`config.mk`:
```
export PLATFORM = sky130hd
export DESIGN_NAME = otter_lsu
export DESIGN_NICKNAME = d
export VERILOG_FILES = /design/src/rtl/otter_lsu.sv
export SDC_FILE = /design/constraint.sdc
export NUM_CORES = 1
export LEC_CHECK = 0
export ABC_AREA = 1
export BUFFER_PORTS_ARGS = -buffer_cell sky130_fd_sc_hd__buf_4
export CAP_MARGIN = 20
export CORE_ASPECT_RATIO = 0.5
export CORE_UTILIZATION = 35
export CTS_CLUSTER_SIZE = 16
export DETAILED_ROUTE_END_ITERATION = 12
export PLACE_DENSITY = 0.69
export SLEW_MARGIN = 15
export SYNTH_ARGS = -nofsm -noshare
export SYNTH_HDL_FRONTEND = slang
export SYNTH_SLANG_ARGS = --single-unit
```
`constraint.sdc`:
```
create_clock -name CLK -period 3.4 [get_ports CLK]
set_clock_uncertainty 0.05 [all_clocks]
set_input_delay 0.85 -clock CLK [delete_from_list [all_inputs] [get_ports CLK]]
set_output_delay 0.85 -clock CLK [all_outputs]
set_load 0.02 [all_outputs]
```
`src/rtl/otter_lsu.sv`:
```
// Load/store unit between the multicycle core and memory port 2. Word-spanning
// loads become two aligned word reads; word-spanning stores become byte writes.
module otter_lsu #(
    parameter logic [31:0] IO_BASE = 32'h11000000
) (
    input  logic        CLK,
    input  logic        RST_N,
    input  logic        REQ,
    input  logic        WE,
    input  logic [31:0] ADDR,
    input  logic [31:0] WDATA,
    input  logic [1:0]  SIZE,
    input  logic        UNS,
    output logic        BUSY,
    output logic        DONE,
    output logic [31:0] RDATA,
    output logic        ERR,
    output logic [31:0] MEM_ADDR2,
    output logic [31:0] MEM_DIN2,
    output logic        MEM_WRITE2,
    output logic        MEM_READ2,
    output logic [1:0]  MEM_SIZE,
    output logic        MEM_SIGN,
    input  logic [31:0] MEM_DOUT2
);
    typedef enum logic [2:0] {StIdle, StRdLo, StCapLo, StRdHi, StCapHi, StWr, StResp} state_e;

    state_e      state_q, state_d;
    logic [31:0] addr_q, addr_d, wdata_q, wdata_d;
    logic [31:0] lo_q, lo_d, hi_q, hi_d, rdata_q, rdata_d;
    logic [1:0]  size_q, size_d, cnt_q, cnt_d;
    logic        uns_q, uns_d, err_q, err_d;

    logic [2:0]  nbytes;
    logic        is_io, span, last_byte;
    logic [31:0] word_addr, shifted, load_val, wshift;
    logic [63:0] window;

    always_comb begin
        case (size_q)
            2'd0:    nbytes = 3'd1;
            2'd1:    nbytes = 3'd2;
            default: nbytes = 3'd4;
        endcase
    end

    assign is_io     = addr_q >= IO_BASE;
    assign span      = !is_io && (({1'b0, addr_q[1:0]} + nbytes) > 3'd4);
    assign word_addr = is_io ? addr_q : {addr_q[31:2], 2'b00};
    // Last byte index of a spanning store is 1 for halfwords and 3 for words.
    assign last_byte = cnt_q == {size_q[1], 1'b1};
    assign wshift    = wdata_q >> {cnt_q, 3'b000};

    assign lo_d = (state_q == StCapLo) ? MEM_DOUT2 : lo_q;
    assign hi_d = (state_q == StCapHi) ? MEM_DOUT2 : hi_q;

    always_comb begin
        window = {hi_d, lo_d} >> {addr_q[1:0], 3'b000};
        shifted = window[31:0];
        case (size_q)
            2'd0:    load_val = uns_q ? {24'h0, shifted[7:0]} : {{24{shifted[7]}}, shifted[7:0]};
            2'd1:    load_val = uns_q ? {16'h0, shifted[15:0]} : {{16{shifted[15]}}, shifted[15:0]};
            default: load_val = shifted;
        endcase
        if (is_io) begin
            load_val = MEM_DOUT2;
        end
    end

    always_comb begin
        state_d = state_q;
        addr_d  = addr_q;
        wdata_d = wdata_q;
        size_d  = size_q;
        uns_d   = uns_q;
        rdata_d = rdata_q;
        cnt_d   = cnt_q;
        err_d   = err_q;
        case (state_q)
            StIdle: begin
                if (REQ) begin
                    addr_d  = ADDR;
                    wdata_d = WDATA;
                    size_d  = SIZE;
                    uns_d   = UNS;
                    cnt_d   = 2'd0;
                    err_d   = SIZE == 2'd3;
                    if (SIZE == 2'd3) begin
                        rdata_d = 32'h0;
                        state_d = StResp;
                    end else if (WE) begin
                        state_d = StWr;
                    end else begin
                        state_d = StRdLo;
                    end
                end
            end
            StRdLo:  state_d = StCapLo;
            StCapLo: begin
                if (span) begin
                    state_d = StRdHi;
                end else begin
                    rdata_d = load_val;
                    state_d = StResp;
                end
            end
            StRdHi:  state_d = StCapHi;
            StCapHi: begin
                rdata_d = load_val;
                state_d = StResp;
            end
            StWr: begin
                if (span && !last_byte) begin
                    cnt_d = cnt_q + 2'd1;
                end else begin
                    state_d = StResp;
                end
            end
            StResp:  state_d = StIdle;
            default: state_d = StIdle;
        endcase
    end

    always_comb begin
        BUSY       = state_q != StIdle;
        DONE       = state_q == StResp;
        ERR        = (state_q == StResp) && err_q;
        MEM_ADDR2  = 32'h0;
        MEM_DIN2   = 32'h0;
        MEM_WRITE2 = 1'b0;
        MEM_READ2  = 1'b0;
        MEM_SIZE   = 2'd0;
        MEM_SIGN   = 1'b0;
        case (state_q)
            StRdLo, StCapLo: begin
                MEM_READ2 = state_q == StRdLo;
                MEM_ADDR2 = word_addr;
                MEM_SIZE  = 2'd2;
            end
            StRdHi, StCapHi: begin
                MEM_READ2 = state_q == StRdHi;
                MEM_ADDR2 = word_addr + 32'd4;
                MEM_SIZE  = 2'd2;
            end
            StWr: begin
                MEM_WRITE2 = 1'b1;
                if (span) begin
                    MEM_ADDR2 = addr_q + {30'h0, cnt_q};
                    MEM_DIN2  = {24'h0, wshift[7:0]};
                end else begin
                    MEM_ADDR2 = addr_q;
                    MEM_SIZE  = is_io ? 2'd2 : size_q;
                    MEM_DIN2  = wdata_q;
                end
            end
            default: ;
        endcase
        // Outputs are quiet for the whole reset cycle, not only after the edge.
        if (!RST_N) begin
            BUSY       = 1'b0;
            DONE       = 1'b0;
            ERR        = 1'b0;
            MEM_ADDR2  = 32'h0;
            MEM_DIN2   = 32'h0;
            MEM_WRITE2 = 1'b0;
            MEM_READ2  = 1'b0;
            MEM_SIZE   = 2'd0;
        end
    end

    assign RDATA = rdata_q;

    always_ff @(posedge CLK) begin
        if (!RST_N) begin
            state_q <= StIdle;
            addr_q  <= 32'h0;
            wdata_q <= 32'h0;
            size_q  <= 2'd0;
            uns_q   <= 1'b0;
            lo_q    <= 32'h0;
            hi_q    <= 32'h0;
            rdata_q <= 32'h0;
            cnt_q   <= 2'd0;
            err_q   <= 1'b0;
        end else begin
            state_q <= state_d;
            addr_q  <= addr_d;
            wdata_q <= wdata_d;
            size_q  <= size_d;
            uns_q   <= uns_d;
            lo_q    <= lo_d;
            hi_q    <= hi_d;
            rdata_q <= rdata_d;
            cnt_q   <= cnt_d;
            err_q   <= err_d;
        end
    end
endmodule

```
-- After elaboration in Yosys (flattened, before gate mapping)
Index checks and enable logic that the tools add are counted.
- bits in registers: 169
- input port bits: 103
- output and inout bits: 104
- logic and storage cells: 87
- add/subtract/negate cells: 4
- magnitude comparators: 2
- eq/ne operators: 14
- shifts and indexed selects: 2
- mux-type cells: 38
- reductions and logical operators: 17
- operators with widths (cell ; number):
    32-bit 2-to-1 mux ; 13
    32-bit case mux with 3 select lines ; 2
    32-bit case mux with 2 select lines ; 1
    64-bit by 5-bit >> shifter with 32-bit output ; 1
    32-bit by 2-bit adder with 32-bit output ; 1
    32-bit by 3-bit adder with 32-bit output, second input constant ; 1
    32-bit by 29-bit greater-or-equal comparator with 1-bit output, second input constant ; 1
    32-bit by 5-bit >> shifter with 8-bit output ; 1
    3-bit case mux with 6 select lines ; 1
    3-bit 2-to-1 mux ; 5
    2-bit 2-to-1 mux ; 6
    2-bit != test, second input constant ; 5
    3-bit == test, second input constant ; 3
    2-bit case mux with 2 select lines ; 2
    3-bit by 2-bit == test with 1-bit output, second input constant ; 2
    1-bit 2-to-1 mux ; 6
    3-bit case mux with 2 select lines ; 1
    3-bit nonzero test ; 2
    2-bit AND reduction ; 2
    4-bit AND reduction ; 1
    2-bit OR reduction ; 2
    4-bit OR reduction ; 1
    2-bit by 3-bit adder with 3-bit output ; 1
    3-bit by 1-bit == test with 1-bit output, second input constant ; 1
    other kinds (12) ; 15

-- Depth between registers and ports, before layout
- depth after elaboration: 8
- mapped depth: 15
- depth with buffers taken out: 14

-- Least setup slack after synthesis
Ideal clock, no wire load.
- path type: register to output
- start: register addr_q[1]
- end: output port MEM_ADDR2[16]
- arrival: 2.708 ns
- setup slack: -0.208 ns
- cell stages (with the launch flop): 14
- cell sequence: dfxtp_1 buf_2 clkinv_1 clkbuf_1 fa_1 or2_1 nand3_2 inv_1 nand2_2 nor2_1 nand2_1 xor2_1 nand2_1 a21oi_1
- word-level cells in the longest chain between the ends: 6
- elaborated cells on any way between the ends: 11
- RTL lines (what ; line ; RTL):
    start, declared ; 29 ; logic [31:0] addr_q, addr_d, wdata_q, wdata_d;
    start signal, assigned ; 187 ; addr_q <= addr_d;
    branches (longest 4 deep; another with 32-bit by 29-bit greater-or-equal comparator with 1-bit output) ; n/a ;
    32-bit case mux with 3 select lines (*) ; 134 ; case (state_q)
    32-bit 2-to-1 mux (*) ; 159 ; if (!RST_N) begin
    end, declared ; 18 ; output logic [31:0] MEM_ADDR2,
Mark *: on every way between the ends.

-- Worst setup path after layout
- start: register size_q[1]
- end: output port MEM_ADDR2[23]
- word-level cells in the longest chain between the ends: 8
- elaborated cells on any way between the ends: 9
- RTL lines (what ; line ; RTL):
    start, declared ; 31 ; logic [1:0] size_q, size_d, cnt_q, cnt_d;
    start signal, assigned ; 189 ; size_q <= size_d;
    2-bit by 1-bit == test with 1-bit output or 2-bit logical NOT (tied branches) ; 40 ; case (size_q)
    3-bit case mux with 2 select lines (*) ; 40 ;
    2-bit by 3-bit adder with 3-bit output (*) ; 48 ; assign span = !is_io && (({1'b0, addr_q[1:0]} + nbytes) > 3'd4);
    3-bit > comparator (*) ; 48 ;
    1-bit logical AND (*) ; 48 ;
    32-bit 2-to-1 mux (*) ; 147 ; if (span) begin
    32-bit case mux with 3 select lines (*) ; 134 ;
    32-bit 2-to-1 mux (*) ; 159 ;
Mark *: on every way between the ends. The rest lies on a longest branch, timed or not.

==> impl_metrics.ini <==
[logic_synthesis]
synth-warning-count = 0
postSynthAreaPerCell_um2 = 6.21
async_flop_share = 0
synthCells = 1592
ys_ff_latch = 161
synth_nets = 1702
synth_flop_cell = dfxtp_1
ys_types = 46
synth_edf_count = 0
syn_area_mm2 = 0.00988
ys_seq_area_frac = 0.326

[worst_hold_path]
hold_class = reg2reg
min_to = err_q
min_from = err_q
worstHoldPathCells = 2

[placed_design]
place_area_mm2 = 0.0121
place_ws_ns = 0.0822
dp_hpwl_mm = 25.8
port_buffers = 205
dp_cells = 2140
globalplace.congestion = 1.01

[floorplan]
core-area_mm2 = 0.0277
io_pins = 207
fp.dieW_um = 240
die_h_um = 121
die_area_mm2 = 0.0290
initial_core_util = 0.357
rows = 43

[power]
p_leak_nw = 5.67
ir_drop_uv = 755
cellPowerDensity_mw_per_mm2 = 828

[detailed_routing]
routed_via_density = 5.29
drc_errors = 0
wl_per_cell_um = 16.9
totalWireLength_mm = 36.9
ant_nets = 0
drtIter0Drc = 1120
drt_pass1_iterations = 6
vias = 11600

[cts]
clockBufferDepth = 2
clk_pin_slew_ns = 0.07
cts_max_level = 4
cts_buffers = 17
cts_tree = built
cts.sinks = 161
cts_root_buf = clkbuf_16
postCtsHoldBufs = 0
clk_latency_ns = 0.46

[global_routing]
track_usage = 0.251
grt_max_degree = 69
grt_pass1_wl_mm = 56.7
grt_pass1_vias = 10700
antenna_found_initial = 0
overflow = 0

[final_layout]
drive_above_1_share = 0.261
syn_to_final_growth_pct = 35.5
num_antenna_cells = 0
final_nets = 1902
final_cell_area_mm2 = 0.0134
fin_cells = 2187

[critical_path]
crit_type = reg2out
required_ns = 2.50
critPathArrivalTime_ns = 2.79
crit_path_max_fanout = 5
worstReg2RegStart = size_q[0]
end_kind = output pin
reg2reg_to = RDATA[18]
rr_worst_depth = 16
reg2reg_slack_ns = 0.33
start_kind = flip-flop

[timing]
worst_slew_pin_slew_ns = 0.649
finalHoldViolCount = 0
fmax_mhz = 271
setup_ws_ns = -0.288
finalMaxSlewViolations = 0
post-route-period-util = 1.08
final-setup-viol-count = 61
rsz0062_at_grt = yes
period_needed_ns = 3.69
relSlewSlack = 0.567
hold_ws_ns = 0.407
tns_ns = -8.67

[run_status]
violations = setup timing
status = complete, but fails checks

[job]
maxCapViolCount = 0
area by class of cell:
| cell class | instances | area, µm² |
|---|---|---|
| multi-input cells | 1142 | 6060 |
| flip-flops and latches | 161 | 3240 |
| well taps | 382 | 478 |
| repair buffers | 270 | 2220 |
| clock inverters | 13 | 198 |
| inverters | 200 | 761 |
| clock buffers | 19 | 443 |
| fillers | 2853 | 14300 |
cell usage after synthesis (all sizes together) (8+ instances only):
master	n	area (µm²)
a21oi	160	835
a221oi	8	70.1
buf	45	256
clkbuf	44	165
dfxtp	161	3220
inv	196	736
nand2	394	1520
nand3	145	746
nand4	17	128
nor2	139	568
nor3	39	205
o2111ai	10	87.6
o211ai	8	60.1
o21ai	185	948
repair_timing:
action | CTS | global route
pin swaps | 7 | 19
setup buffers | 3 | 10
gates resized for setup | 51 | 86
setup endpoints to repair | 64 | 66
cloned | 0 | 2
critical path: stages (launching register included):
cell	delay, ns
dfxtp_2	0.39
nor2_4	0.06
ha_4	0.15
inv_2	0.04
fa_2	0.43
nand2_2	0.10
nand3_4	0.11
nor2_8	0.18
nand2_4	0.11
inv_4	0.11
buf_6	0.10
nand2_2	0.03
nand2_1	0.07
nand3_2	0.09
a31oi_4	0.21
buf_6	0.15
placed cells by master, fill, tap and decap left out, types with 3 or more instances in the layout:
cell,synthesis,final
nor4_1,5,4
o2111ai_1,10,7
o211ai_1,8,8
nand2_4,4,9
nor2_2,6,17
a31oi_4,0,3
bufinv_16,0,4
xor2_1,5,5
nand2_1,385,368
o21ai_0,159,148
dfxtp_2,0,10
clkinvlp_4,0,4
ha_1,5,4
inv_6,0,4
buf_4,3,238
clkinv_2,0,3
o2111ai_2,0,3
o21ai_1,24,32
o21ai_2,0,3
nor3_2,2,26
a221oi_2,0,8
nand3_2,4,13
nor2_4,2,10
o22ai_1,5,5
nand2_2,5,17
clkbuf_16,0,18
inv_1,187,184
nand3_1,141,131
buf_12,0,4
inv_2,9,9
dfxtp_1,161,151
a21oi_1,151,138
buf_6,6,25
nor2_1,130,111
a21oi_2,9,21
nor3_1,37,11
nand4_1,15,15
registers in the layout, summed over array words and instances, names as in the netlist:
name     count
state_q      3
wdata_q     32
lo_q        32
RDATA       32
addr_q      32
cnt_q        2
hi_q        24
size_q       2
err_q        1
uns_q        1
worst max path at each step:
stage / start / end / slack, ns / cells past startpoint
5_1_grt: size_q[0] / MEM_ADDR2[23] / -0.38 / 15
6_report: size_q[1] / MEM_ADDR2[23] / -0.29 / 15
4_1_cts: size_q[0] / MEM_ADDR2[5] / -0.25 / 13
3_5_place_dp: size_q[1] / MEM_ADDR2[24] / 0.08 / 14
2_1_floorplan: addr_q[1] / MEM_ADDR2[24] / 0.02 / 13
3_3_place_gp: size_q[1] / MEM_ADDR2[24] / 0.09 / 14
per-stage QoR:
| step | total power [W] | utilization |
|---|---|---|
| 2_1_floorplan | 0.00670 | - |
| 3_3_place_gp | 0.00837 | 0.437 |
| 6_report | 0.0111 | 0.483 |
| 5_1_grt | 0.0119 | 0.483 |
| 4_1_cts | 0.0107 | 0.467 |
| 3_5_place_dp | 0.00840 | 0.437 |
logic make-up after synthesis:
kind of cell	synth area share
fa+ha+maj	0.0104
flops	0.326
compound gates	0.215
xor+xnor	0.00443
buf+inv	0.119
other cells	0.000379
simple gates	0.326
report_power, final:
group          internal, W  switching [W]  leakage (nW)
sequential         0.00246       0.000381          1.32
clock              0.00126       0.000890         0.303
combinational      0.00201        0.00408          4.04
total              0.00573        0.00535          5.67
routing by layer:
metal,track usage,vias up,share of wire
li1,-,5626,-
met2,0.397,500,0.45
met5,0,-,0
met4,0.103,0,0.028
met3,0.0482,80,0.075
met1,0.335,5359,0.44
(Power assumes the default switching activity.)
